[src/rtl/dispatch_router.sv]
// dispatch_router: dispatches up to two in-order instructions per cycle to the ALU/LSU/BRU reservation
// stations under credit flow control; define DISPATCH_STATS_EN to build the performance counters.
module dispatch_router #(
  parameter int NUM_RS_ENTRIES = 8,
  parameter int ROB_WIDTH      = 4,
  parameter int INSTR_WIDTH    = 32
) (
  input  logic                   clk,
  input  logic                   rst,
  input  logic                   flush,
  input  logic [INSTR_WIDTH-1:0] in_instruction_0,
  input  logic [INSTR_WIDTH-1:0] in_instruction_1,
  input  logic                   in_valid_0,
  input  logic                   in_valid_1,
  input  logic [ROB_WIDTH-1:0]   in_rob_id_0,
  input  logic [ROB_WIDTH-1:0]   in_rob_id_1,
  input  logic [ROB_WIDTH:0]     rob_free,
  output logic                   in_ready_0,
  output logic                   in_ready_1,
  input  logic                   alu_issue_valid,
  input  logic                   lsu_issue_valid,
  input  logic                   bru_issue_valid,
  output logic [INSTR_WIDTH-1:0] alu_dispatch_instruction_0,
  output logic [INSTR_WIDTH-1:0] alu_dispatch_instruction_1,
  output logic [ROB_WIDTH-1:0]   alu_rob_id_0,
  output logic [ROB_WIDTH-1:0]   alu_rob_id_1,
  output logic                   alu_dispatch_valid_0,
  output logic                   alu_dispatch_valid_1,
  output logic [INSTR_WIDTH-1:0] lsu_dispatch_instruction_0,
  output logic [INSTR_WIDTH-1:0] lsu_dispatch_instruction_1,
  output logic [ROB_WIDTH-1:0]   lsu_rob_id_0,
  output logic [ROB_WIDTH-1:0]   lsu_rob_id_1,
  output logic                   lsu_dispatch_valid_0,
  output logic                   lsu_dispatch_valid_1,
  output logic [INSTR_WIDTH-1:0] bru_dispatch_instruction_0,
  output logic [INSTR_WIDTH-1:0] bru_dispatch_instruction_1,
  output logic [ROB_WIDTH-1:0]   bru_rob_id_0,
  output logic [ROB_WIDTH-1:0]   bru_rob_id_1,
  output logic                   bru_dispatch_valid_0,
  output logic                   bru_dispatch_valid_1,
  output logic                   illegal_valid,
  output logic [31:0]            stat_dispatched,
  output logic [31:0]            stat_stall_cycles
);
  localparam int CW = NUM_RS_ENTRIES + 1;
  localparam logic [CW-1:0] FULL = CW'(NUM_RS_ENTRIES);
  localparam logic [1:0] CLS_ALU = 2'd0, CLS_LSU = 2'd1, CLS_BRU = 2'd2, CLS_ILL = 2'd3;
  localparam logic [6:0] OPC_LOAD = 7'h03, OPC_STORE = 7'h23, OPC_BRANCH = 7'h63, OPC_JAL = 7'h6f,
                         OPC_JALR = 7'h67, OPC_OP = 7'h33, OPC_OP_IMM = 7'h13, OPC_LUI = 7'h37,
                         OPC_AUIPC = 7'h17, OPC_SYSTEM = 7'h73;

  function automatic logic [1:0] f_class(input logic [6:0] op);
    return (op == OPC_LOAD || op == OPC_STORE) ? CLS_LSU :
           (op == OPC_BRANCH || op == OPC_JAL || op == OPC_JALR) ? CLS_BRU :
           (op == OPC_OP || op == OPC_OP_IMM || op == OPC_LUI || op == OPC_AUIPC ||
            op == OPC_SYSTEM) ? CLS_ALU : CLS_ILL;
  endfunction

  logic [1:0]         w_cls0, w_cls1;
  logic               w_ill0, w_ill1, w_rdy0, w_rdy1;
  logic [3:0][CW-1:0] w_credit;
  logic [CW-1:0]      w_cr0, w_cr1;
  logic [2:0]         w_iss;
  logic [2:0]         r_v0, r_v1;
  logic               r_ill;
  logic [INSTR_WIDTH-1:0] r_ins0, r_ins1;
  logic [ROB_WIDTH-1:0]   r_rob0, r_rob1;

  assign w_cls0 = f_class(in_instruction_0[6:0]);
  assign w_cls1 = f_class(in_instruction_1[6:0]);
  assign w_ill0 = w_cls0 == CLS_ILL;
  assign w_ill1 = w_cls1 == CLS_ILL;
  assign w_iss  = {bru_issue_valid, lsu_issue_valid, alu_issue_valid};
  assign w_credit[3] = '0;
  assign w_cr0  = w_credit[w_cls0];
  assign w_cr1  = w_credit[w_cls1];
  // Ready looks only at registered credits; issue returns land next cycle.
  assign w_rdy0 = !flush && in_valid_0 && rob_free != '0 && (w_ill0 || w_cr0 != '0);
  assign w_rdy1 = w_rdy0 && in_valid_1 && rob_free >= (ROB_WIDTH+1)'(2) &&
                  (w_ill1 || (w_cls1 == w_cls0 ? w_cr1 >= CW'(2) : w_cr1 != '0));
  assign in_ready_0 = w_rdy0;
  assign in_ready_1 = w_rdy1;

  for (genvar c = 0; c < 3; c++) begin : g_rs
    logic [CW-1:0] r_credit;
    logic [1:0]    w_use;
    assign w_use = 2'(w_rdy0 && w_cls0 == 2'(c)) + 2'(w_rdy1 && w_cls1 == 2'(c));
    assign w_credit[c] = r_credit;
    always_ff @(posedge clk or negedge rst)
      if (!rst) r_credit <= FULL;
      else r_credit <= flush ? FULL : r_credit + CW'(w_iss[c]) - CW'(w_use);
    a_credit_range: assert property (@(posedge clk) disable iff (!rst) r_credit <= FULL);
  end

  always_ff @(posedge clk or negedge rst)
    if (!rst) begin
      r_v0  <= '0;
      r_v1  <= '0;
      r_ill <= 1'b0;
    end else begin
      r_v0  <= (w_rdy0 && !w_ill0) ? 3'b001 << w_cls0 : 3'b000;
      r_v1  <= (w_rdy1 && !w_ill1) ? 3'b001 << w_cls1 : 3'b000;
      r_ill <= (w_rdy0 && w_ill0) || (w_rdy1 && w_ill1);
    end

  // Payload is shared by all three RSs; only the valids steer it.
  always_ff @(posedge clk) begin
    r_ins0 <= in_instruction_0;
    r_ins1 <= in_instruction_1;
    r_rob0 <= in_rob_id_0;
    r_rob1 <= in_rob_id_1;
  end

  assign {bru_dispatch_valid_0, lsu_dispatch_valid_0, alu_dispatch_valid_0} = r_v0;
  assign {bru_dispatch_valid_1, lsu_dispatch_valid_1, alu_dispatch_valid_1} = r_v1;
  assign alu_dispatch_instruction_0 = r_ins0;
  assign lsu_dispatch_instruction_0 = r_ins0;
  assign bru_dispatch_instruction_0 = r_ins0;
  assign alu_dispatch_instruction_1 = r_ins1;
  assign lsu_dispatch_instruction_1 = r_ins1;
  assign bru_dispatch_instruction_1 = r_ins1;
  assign alu_rob_id_0 = r_rob0;
  assign lsu_rob_id_0 = r_rob0;
  assign bru_rob_id_0 = r_rob0;
  assign alu_rob_id_1 = r_rob1;
  assign lsu_rob_id_1 = r_rob1;
  assign bru_rob_id_1 = r_rob1;
  assign illegal_valid = r_ill;

`ifdef DISPATCH_STATS_EN
  logic [31:0] r_disp, r_stall;
  always_ff @(posedge clk or negedge rst)
    if (!rst) begin
      r_disp  <= '0;
      r_stall <= '0;
    end else begin
      r_disp  <= r_disp + 32'(w_rdy0) + 32'(w_rdy1);
      r_stall <= r_stall + 32'(in_valid_0 && !w_rdy0);
    end
  assign stat_dispatched   = r_disp;
  assign stat_stall_cycles = r_stall;
`else
  assign stat_dispatched   = '0;
  assign stat_stall_cycles = '0;
`endif
endmodule

[config.mk]
export PLATFORM = sky130hd
export DESIGN_NAME = dispatch_router
export DESIGN_NICKNAME = d
export VERILOG_FILES = /design/src/rtl/dispatch_router.sv
export SDC_FILE = /design/constraint.sdc
export NUM_CORES = 1
export LEC_CHECK = 0
export BUFFER_PORTS_ARGS = -buffer_cell sky130_fd_sc_hd__buf_2
export CORE_AREA = 5 5 142 144
export DETAILED_ROUTE_END_ITERATION = 7
export DIE_AREA = 0 0 147 149
export GPL_TIMING_DRIVEN = 0
export SETUP_SLACK_MARGIN = 0.4
export SYNTH_ARGS = -nofsm -noshare
export SYNTH_HDL_FRONTEND = slang
export SYNTH_SLANG_ARGS = --single-unit
[constraint.sdc]
create_clock -name clk -period 10.9 [get_ports clk]
set_input_delay 0.545 -clock clk [delete_from_list [all_inputs] [get_ports clk]]
set_output_delay 0.545 -clock clk [all_outputs]
set_load 0.01 [all_outputs]
## Word level (Yosys, flattened, before mapping)

Cells that the tools add are included.

| storage, ports and cells | value |
|---|---|
| bits in registers | 106 |
| bits of input ports | 85 |
| output and inout bits | 289 |
| logic and storage cells | 109 |

| operators by class | value |
|---|---|
| $add $sub $neg | 9 |
| magnitude comparators | 4 |
| equality and inequality tests | 27 |
| shift operators | 2 |
| multiplexer cells | 16 |
| reductions and logical operators | 41 |

Operators by type and width:

| operator | count |
|---|---|
| $eq 7x7->1 const B | 8 |
| $mux 9 | 5 |
| $eq 7x6->1 const B | 6 |
| $bmux 9 s2 | 2 |
| $eq 7x5->1 const B | 4 |
| $add 9x1->9 | 3 |
| $sub 9x2->9 | 3 |
| $reduce_bool 9->1 | 2 |
| $logic_or 1x1->1 | 17 |
| $logic_and 1x1->1 | 16 |
| $eq 7x2->1 const B | 2 |
| $mux 2 | 6 |
| $ge 9x2->1 const B | 1 |
| $eq 2x2->1 const B | 4 |
| $add 1x1->2 | 3 |
| $lt 2x3->1 const B | 2 |
| $mux 3 | 2 |
| $shl 1x2->3 const A | 2 |
| $ge 5x2->1 const B | 1 |
| $reduce_bool 5->1 | 1 |
| $eq 2x1->1 const B | 2 |
| $logic_not 2->1 | 2 |
| $logic_not 1->1 | 3 |
| $eq 2x2->1 | 1 |
| $mux 1 | 1 |

## Logic depth before layout (Yosys ltp)

| depth | value |
|---|---|
| depth after elaboration | 20 |
| gate-level depth with buffers | 19 |
| gate-level depth less buffers | 18 |

## Worst setup path after synthesis

OpenSTA, ideal clock, no wires.

| path | value |
|---|---|
| path kind | input port to flip-flop |
| start | input port in_instruction_0[4] |
| end | register g_rs[0].r_credit[8] |
| setup time | 0.133 ns |
| data arrival time | 3.986 ns |
| data required time | 10.767 ns |
| path slack | 6.781 ns |
| stages | 18 |
| path buffers | 1 |
| path through | nand3b_4 or4_1 buf_2 nor4_1 a311o_2 inv_2 nand2_2 nor3_1 fa_1 ha_1 inv_1 ha_1 a21o_1 a21oi_1 o21bai_1 a2111oi_0 o21ai_0 nor3b_1 |

| between the ends | value |
|---|---|
| cells in the longest elaborated chain, start to end | 20 |
| elaborated cells on any way between the ends | 38 |
| those cells by class | 2 x add/sub; 12 x eq/ne; 7 x mux; 17 x reduce/logical |

RTL lines:

| element | RTL line | RTL |
|---|---|---|
| start: declaration | 11 | `input logic [INSTR_WIDTH-1:0] in_instruction_0,` |
| $eq 7x6->1 / $eq 7x5->1 (equally long branches) | 55 | `(op == OPC_OP \|\| op == OPC_OP_IMM \|\| op == OPC_LUI \|\| op == OPC_AUIPC \|\|` |
| $logic_or 1x1->1 (4 in series) | 55 |  |
| $mux 2 | 56 | `op == OPC_SYSTEM) ? CLS_ALU : CLS_ILL;` |
| $mux 2 | 54 | `(op == OPC_BRANCH \|\| op == OPC_JAL \|\| op == OPC_JALR) ? CLS_BRU :` |
| $mux 2 * | 53 | `return (op == OPC_LOAD \|\| op == OPC_STORE) ? CLS_LSU :` |
| $bmux 9 s2 | 75 | `assign w_cr0 = w_credit[w_cls0];` |
| $mux 9 (not written as such) | 75 |  |
| $reduce_bool 9->1 | 78 | `assign w_rdy0 = !flush && in_valid_0 && rob_free != '0 && (w_ill0 \|\| w_cr0 != '0);` |
| $logic_or 1x1->1 * | 78 |  |
| $logic_and 1x1->1 * | 78 |  |
| via in_ready_0 | 18 | `output logic in_ready_0,` |
| $logic_and 1x1->1 (3 in series) | 79 | `assign w_rdy1 = w_rdy0 && in_valid_1 && rob_free >= (ROB_WIDTH+1)'(2) &&` |
| $logic_and 1x1->1 | 87 | `assign w_use = 2'(w_rdy0 && w_cls0 == 2'(c)) + 2'(w_rdy1 && w_cls1 == 2'(c));` |
| $add 1x1->2 * | 87 |  |
| $sub 9x2->9 * | 91 | `else r_credit <= flush ? FULL : r_credit + CW'(w_iss[c]) - CW'(w_use);` |
| $mux 9 * | 91 |  |
| end signal: assignment | 91 |  |
| end: declaration | 85 | `logic [CW-1:0] r_credit;` |

Mark *: on every way through the listed nets, which the timed path passes. The rest lies on a longest branch. The select of a mux whose other input is x is not followed.

## Worst setup path after layout

| path | value |
|---|---|
| start | input port in_instruction_1[3] |
| end | register g_rs[0].r_credit[8] |

| between the ends | value |
|---|---|
| cells in the longest elaborated chain, start to end | 18 |
| elaborated cells on any way between the ends | 34 |
| those cells by class | 2 x add/sub; 1 x order compare; 12 x eq/ne; 7 x mux; 12 x reduce/logical |

RTL lines:

| element | RTL line | RTL |
|---|---|---|
| start: declaration | 12 | `input logic [INSTR_WIDTH-1:0] in_instruction_1,` |
| $eq 7x6->1 / $eq 7x5->1 (equally long branches) | 55 |  |
| $logic_or 1x1->1 (4 in series) | 55 |  |
| $mux 2 | 56 |  |
| $mux 2 | 54 |  |
| $mux 2 * | 53 |  |
| $bmux 9 s2 | 76 | `assign w_cr1 = w_credit[w_cls1];` |
| $mux 9 (not written as such) | 76 |  |
| $ge 9x2->1 / $reduce_bool 9->1 (equally long branches) | 80 | `(w_ill1 \|\| (w_cls1 == w_cls0 ? w_cr1 >= CW'(2) : w_cr1 != '0));` |
| $mux 1 | 80 |  |
| $logic_or 1x1->1 | 80 |  |
| $logic_and 1x1->1 | 79 |  |
| $logic_and 1x1->1 * | 87 |  |
| $add 1x1->2 * | 87 |  |
| $sub 9x2->9 * | 91 |  |
| $mux 9 * | 91 |  |

Every way passes the cells marked *; elsewhere a longest branch is shown, timed or not. The select of a mux whose other input is x is not followed.

==> qor.csv <==
stage,metric,value,unit
outcome,status,completed,
logic_synthesis,Post-synth top flop,dfxtp_1,
drt,WL final,17800,microns
logic_synthesis,number of synthesized register bits,106,
global_routing,initial antenna violation count,0,
final_layout,share of layout cells above drive strength 1,58.5,%
power,Pleak,4.47,nW
power,Sw Ratio,31.7,%
placement,HPWL after DPL,15500,microns
power,Net Sw Power,366,uW
die,Die X-Extent,147,microns
setup_path,Worst Path Arrival,4.66,ns
setup_path,max incr delay on CP,0.61,ns
sta,RSZ-0062 raised after global routing,no,
drt,DR pass1 iterations,4,
power,Clk network pwr share,28.1,%
final_layout,Area growth syn-to-layout,43.1,%
setup_path,crit path max fanout,7,
clock_network,# clock sinks,106,
logic_synthesis,"Distinct cells, synth",51,
power,Pwr Total,1.15,mW
setup_path,CP most frequent cell,ha_1,
sta,final setup fails,0,
sta,setup TNS,0,ns
sta,fmax,225,MHz
setup_path,Required @ worst endpoint,11.11,ns
drt,Remaining DRCs,0,
global_routing,GR Util All Layers,15.3,%
setup_path,CP bufs+invs,2,
hold_path,hold crit path type,in -> async,
setup_path,FF-to-FF Start,g_rs[0].r_credit[5],
clock_network,clock-pin slew on the worst setup and hold paths,0.08,ns
final_layout,Inserted Diodes,0,
clock_network,number of setup buffers added after CTS,0,
die,IO Count,374,
setup_path,"critical path, cell by cell",buf_2 > nand3b_1 > nor4_1 > a211o_1 > o211ai_2 > a211oi_4 > nor3_1 > fa_1 > inv_1 > ha_1 > ha_1 > a21o_1 > a21oi_1 > o21bai_1 > a2111oi_0 > o21ai_0 > nor3b_1,
logic_synthesis,syn_area_per_cell,10.0,sq um
power,sequential power share,40.2,%
sta,period utilisation layout,40.8,%
setup_path,Reg2Reg Depth,16,
sta,Clock Skew,0.0103,ns
sta,"Slew Viols, Final",0,
power,pwr dens,147,nW/um^2
setup_path,Reg-to-Reg End,g_rs[0].r_credit[8],
logic_synthesis,synth cell count leaders,"208 x buf_4, 72 x dfxtp_1, 41 x inv_1, 31 x dfrtp_1, 27 x ha_1",
die,Die ar.,21900,sq um
drt,vias,4388,
clock_network,later-pin clock latency in the skew report,0.35,ns
drt,drt via density,3.76,
sta,Slew headroom,47.0,%
job,max-cap violation count,0,
logic_synthesis,post-synthesis cell count,547,
logic_synthesis,"Seq/Total Area, Yosys",41.8,%
setup_path,crit-path leading delay family,compound AO/OA/AOI/OAI gates,
drt,initial drt markers,88,
power,combinational fraction of design power,31.7,%
final_layout,Register Area,2300,sq um
logic_synthesis,largest cells by area after synthesis,"buf_4 28%, dfxtp_1 26%, dfrtp_1 14%, ha_1 6.1%, inv_1 2.8%",
die,Starting Density,29.6,%
clock_network,clk root buf,clkbuf_16,
placement,Final Wtd Congestion,0.851,
drt,Wirelength per Cell,15.2,microns
die,chip height,149,microns
setup_path,critical path launch point type,input pin,
setup_path,crit end category,flop,
power,cell internal pwr,788,uW
logic_synthesis,Yosys warning count,0,
global_routing,vias in the first global route,4193,
global_routing,largest net degree at the start of global routing,35,
setup_path,crit path max-delay cell type,nor4_1,
clock_network,CTS tree,built,
sta,Worst Tran Pin Value,0.788,ns
setup_path,critical path class,in -> reg,
placement,PortBufs,308,
clock_network,Inserted Clock Buffers,9,
drt,post-route ant nets,0,
logic_synthesis,"EDFF count, synth",0,
global_routing,first-pass GRT wire length,25400,microns
logic_synthesis,Post-Syn Area,5490,sq um
global_routing,"Remaining Overflow, GRT",0,
clock_network,CTS hold repair buffers,0,
final_layout,Fill cells,1836,
sta,Tmin final,4.44,ns
clock_network,H-tree lvl count,3,
final_layout,area occupied by multi-input gates,1700,sq um
logic_synthesis,Synth top area share,28.4,%
clock_network,post-CTS sizing,0,
logic_synthesis,Synth area leader,buf_4,
logic_synthesis,"count leader, synth",buf_4,
sta,final hold violations,0,
die,core area,18600,sq um
final_layout,fin nets,1047,
power,Max IR drop VDD,0.0000749,V
setup_path,R2R setup slack,6.61,ns
die,FP Rows,50,
clock_network,clk buf depth,2,
logic_synthesis,Post-synth ARST share,32.1,%
-- flip-flops by register name, summed over array words and instances, names as in the netlist --
register and count:
r_v0 3, illegal_valid 1, alu_dispatch_instruction_0 32, alu_rob_id_0 4, alu_dispatch_instruction_1 32, g_rs.r_credit 27
alu_rob_id_1 4, r_v1 3
-- cell usage in the layout (no fill, tap or decap), types with 3 or more instances in the layout --
| cell | netlist | final |
|---|---|---|
| ha_1 | 27 | 27 |
| a21oi_1 | 20 | 20 |
| buf_4 | 208 | 208 |
| fa_1 | 6 | 6 |
| o21bai_1 | 6 | 6 |
| xor2_1 | 9 | 9 |
| nor2b_1 | 11 | 11 |
| clkbuf_16 | 0 | 10 |
| conb_1 | 1 | 64 |
| nor3b_1 | 3 | 3 |
| nor4_1 | 7 | 7 |
| inv_1 | 41 | 41 |
| dfxtp_1 | 72 | 72 |
| a2111oi_0 | 3 | 3 |
| nand2b_1 | 6 | 6 |
| inv_6 | 0 | 3 |
| a21o_1 | 7 | 7 |
| nor2_1 | 22 | 22 |
| dfrtp_1 | 31 | 31 |
| clkbuf_1 | 2 | 3 |
| buf_2 | 1 | 309 |
| o21ai_0 | 6 | 6 |
| dfstp_2 | 3 | 3 |
| xnor2_1 | 9 | 9 |
| nand4_1 | 4 | 4 |
| nor3_1 | 9 | 9 |
-- worst max path at each step --
stage,startpoint,endpoint,slack [ns],cells after the start
finish,in_instruction_1[3],g_rs[0].r_credit[8],6.46,17
global route,in_instruction_1[3],g_rs[0].r_credit[8],6.08,17
CTS,in_instruction_1[3],g_rs[0].r_credit[8],6.45,17
detailed placement,in_instruction_1[3],g_rs[0].r_credit[8],6.10,17
global placement,in_instruction_0[4],g_rs[0].r_credit[8],6.16,19
floorplan,in_instruction_0[4],g_rs[0].r_credit[8],6.78,18
-- final cells by class --
class,count,area share [%]
flip-flops and latches,106,29.2
clock inverters,5,0.557
plain buffers,212,20.1
multi-input cells,249,21.6
inverters,43,2.05
clock buffers,11,3.23
well taps,234,3.72
repair buffers,308,19.6
-- per-stage QoR --
step | instance area, sq um | util (%) | hold slack [ns] | worst slack (ns) | std cells
after floorplan | 5730 | - | 0.249 | 6.78 | 610
after global placement | 7560 | 40.7 | 0.646 | 6.16 | 1152
after detailed placement | 7560 | 40.7 | 0.642 | 6.10 | 1152
after CTS | 7860 | 42.3 | 0.266 | 6.45 | 1168
after global routing | 7860 | 42.3 | 0.262 | 6.08 | 1168
final | 7860 | 42.3 | 0.266 | 6.46 | 1168
-- power by group through the flow --
stage	Clock, mW	Sequential, mW	Combinational, mW
2_1_floorplan	0	0.469	0.264
3_3_place_gp	0	0.473	0.365
3_5_place_dp	0	0.473	0.368
4_1_cts	0.342	0.464	0.370
5_1_grt	0.356	0.468	0.417
6_report	0.325	0.464	0.366
-- logic make-up (layout without fill, tap and decap cells) --
logic type / Yosys count / count (layout) / synth area share (%)
AND/OR/NAND/NOR: 79 / 79 / 8.27
XOR/XNOR: 18 / 18 / 2.87
adder cells (fa/ha/maj): 33 / 33 / 8.34
flip-flops: 106 / 106 / 41.8
buffers and inverters: 255 / 579 / 31.7
AO/OA/AOI/OAI: 55 / 55 / 7.01
other: 1 / 64 / 0.0683
-- metal layers --
layer / global-route usage [%] / share of wire [%] / wire length (microns) / vias to the layer above
met4: 2.89 / 0.79 / 141 / 0
met5: 0 / 0 / 0 / -
met1: 17.5 / 39 / 6900 / 1964
met3: 4.16 / 6.4 / 1140 / 11
met2: 28.8 / 54 / 9600 / 151
li1: - / - / - / 2262
Note: power is estimated with default switching activity, not from simulation.
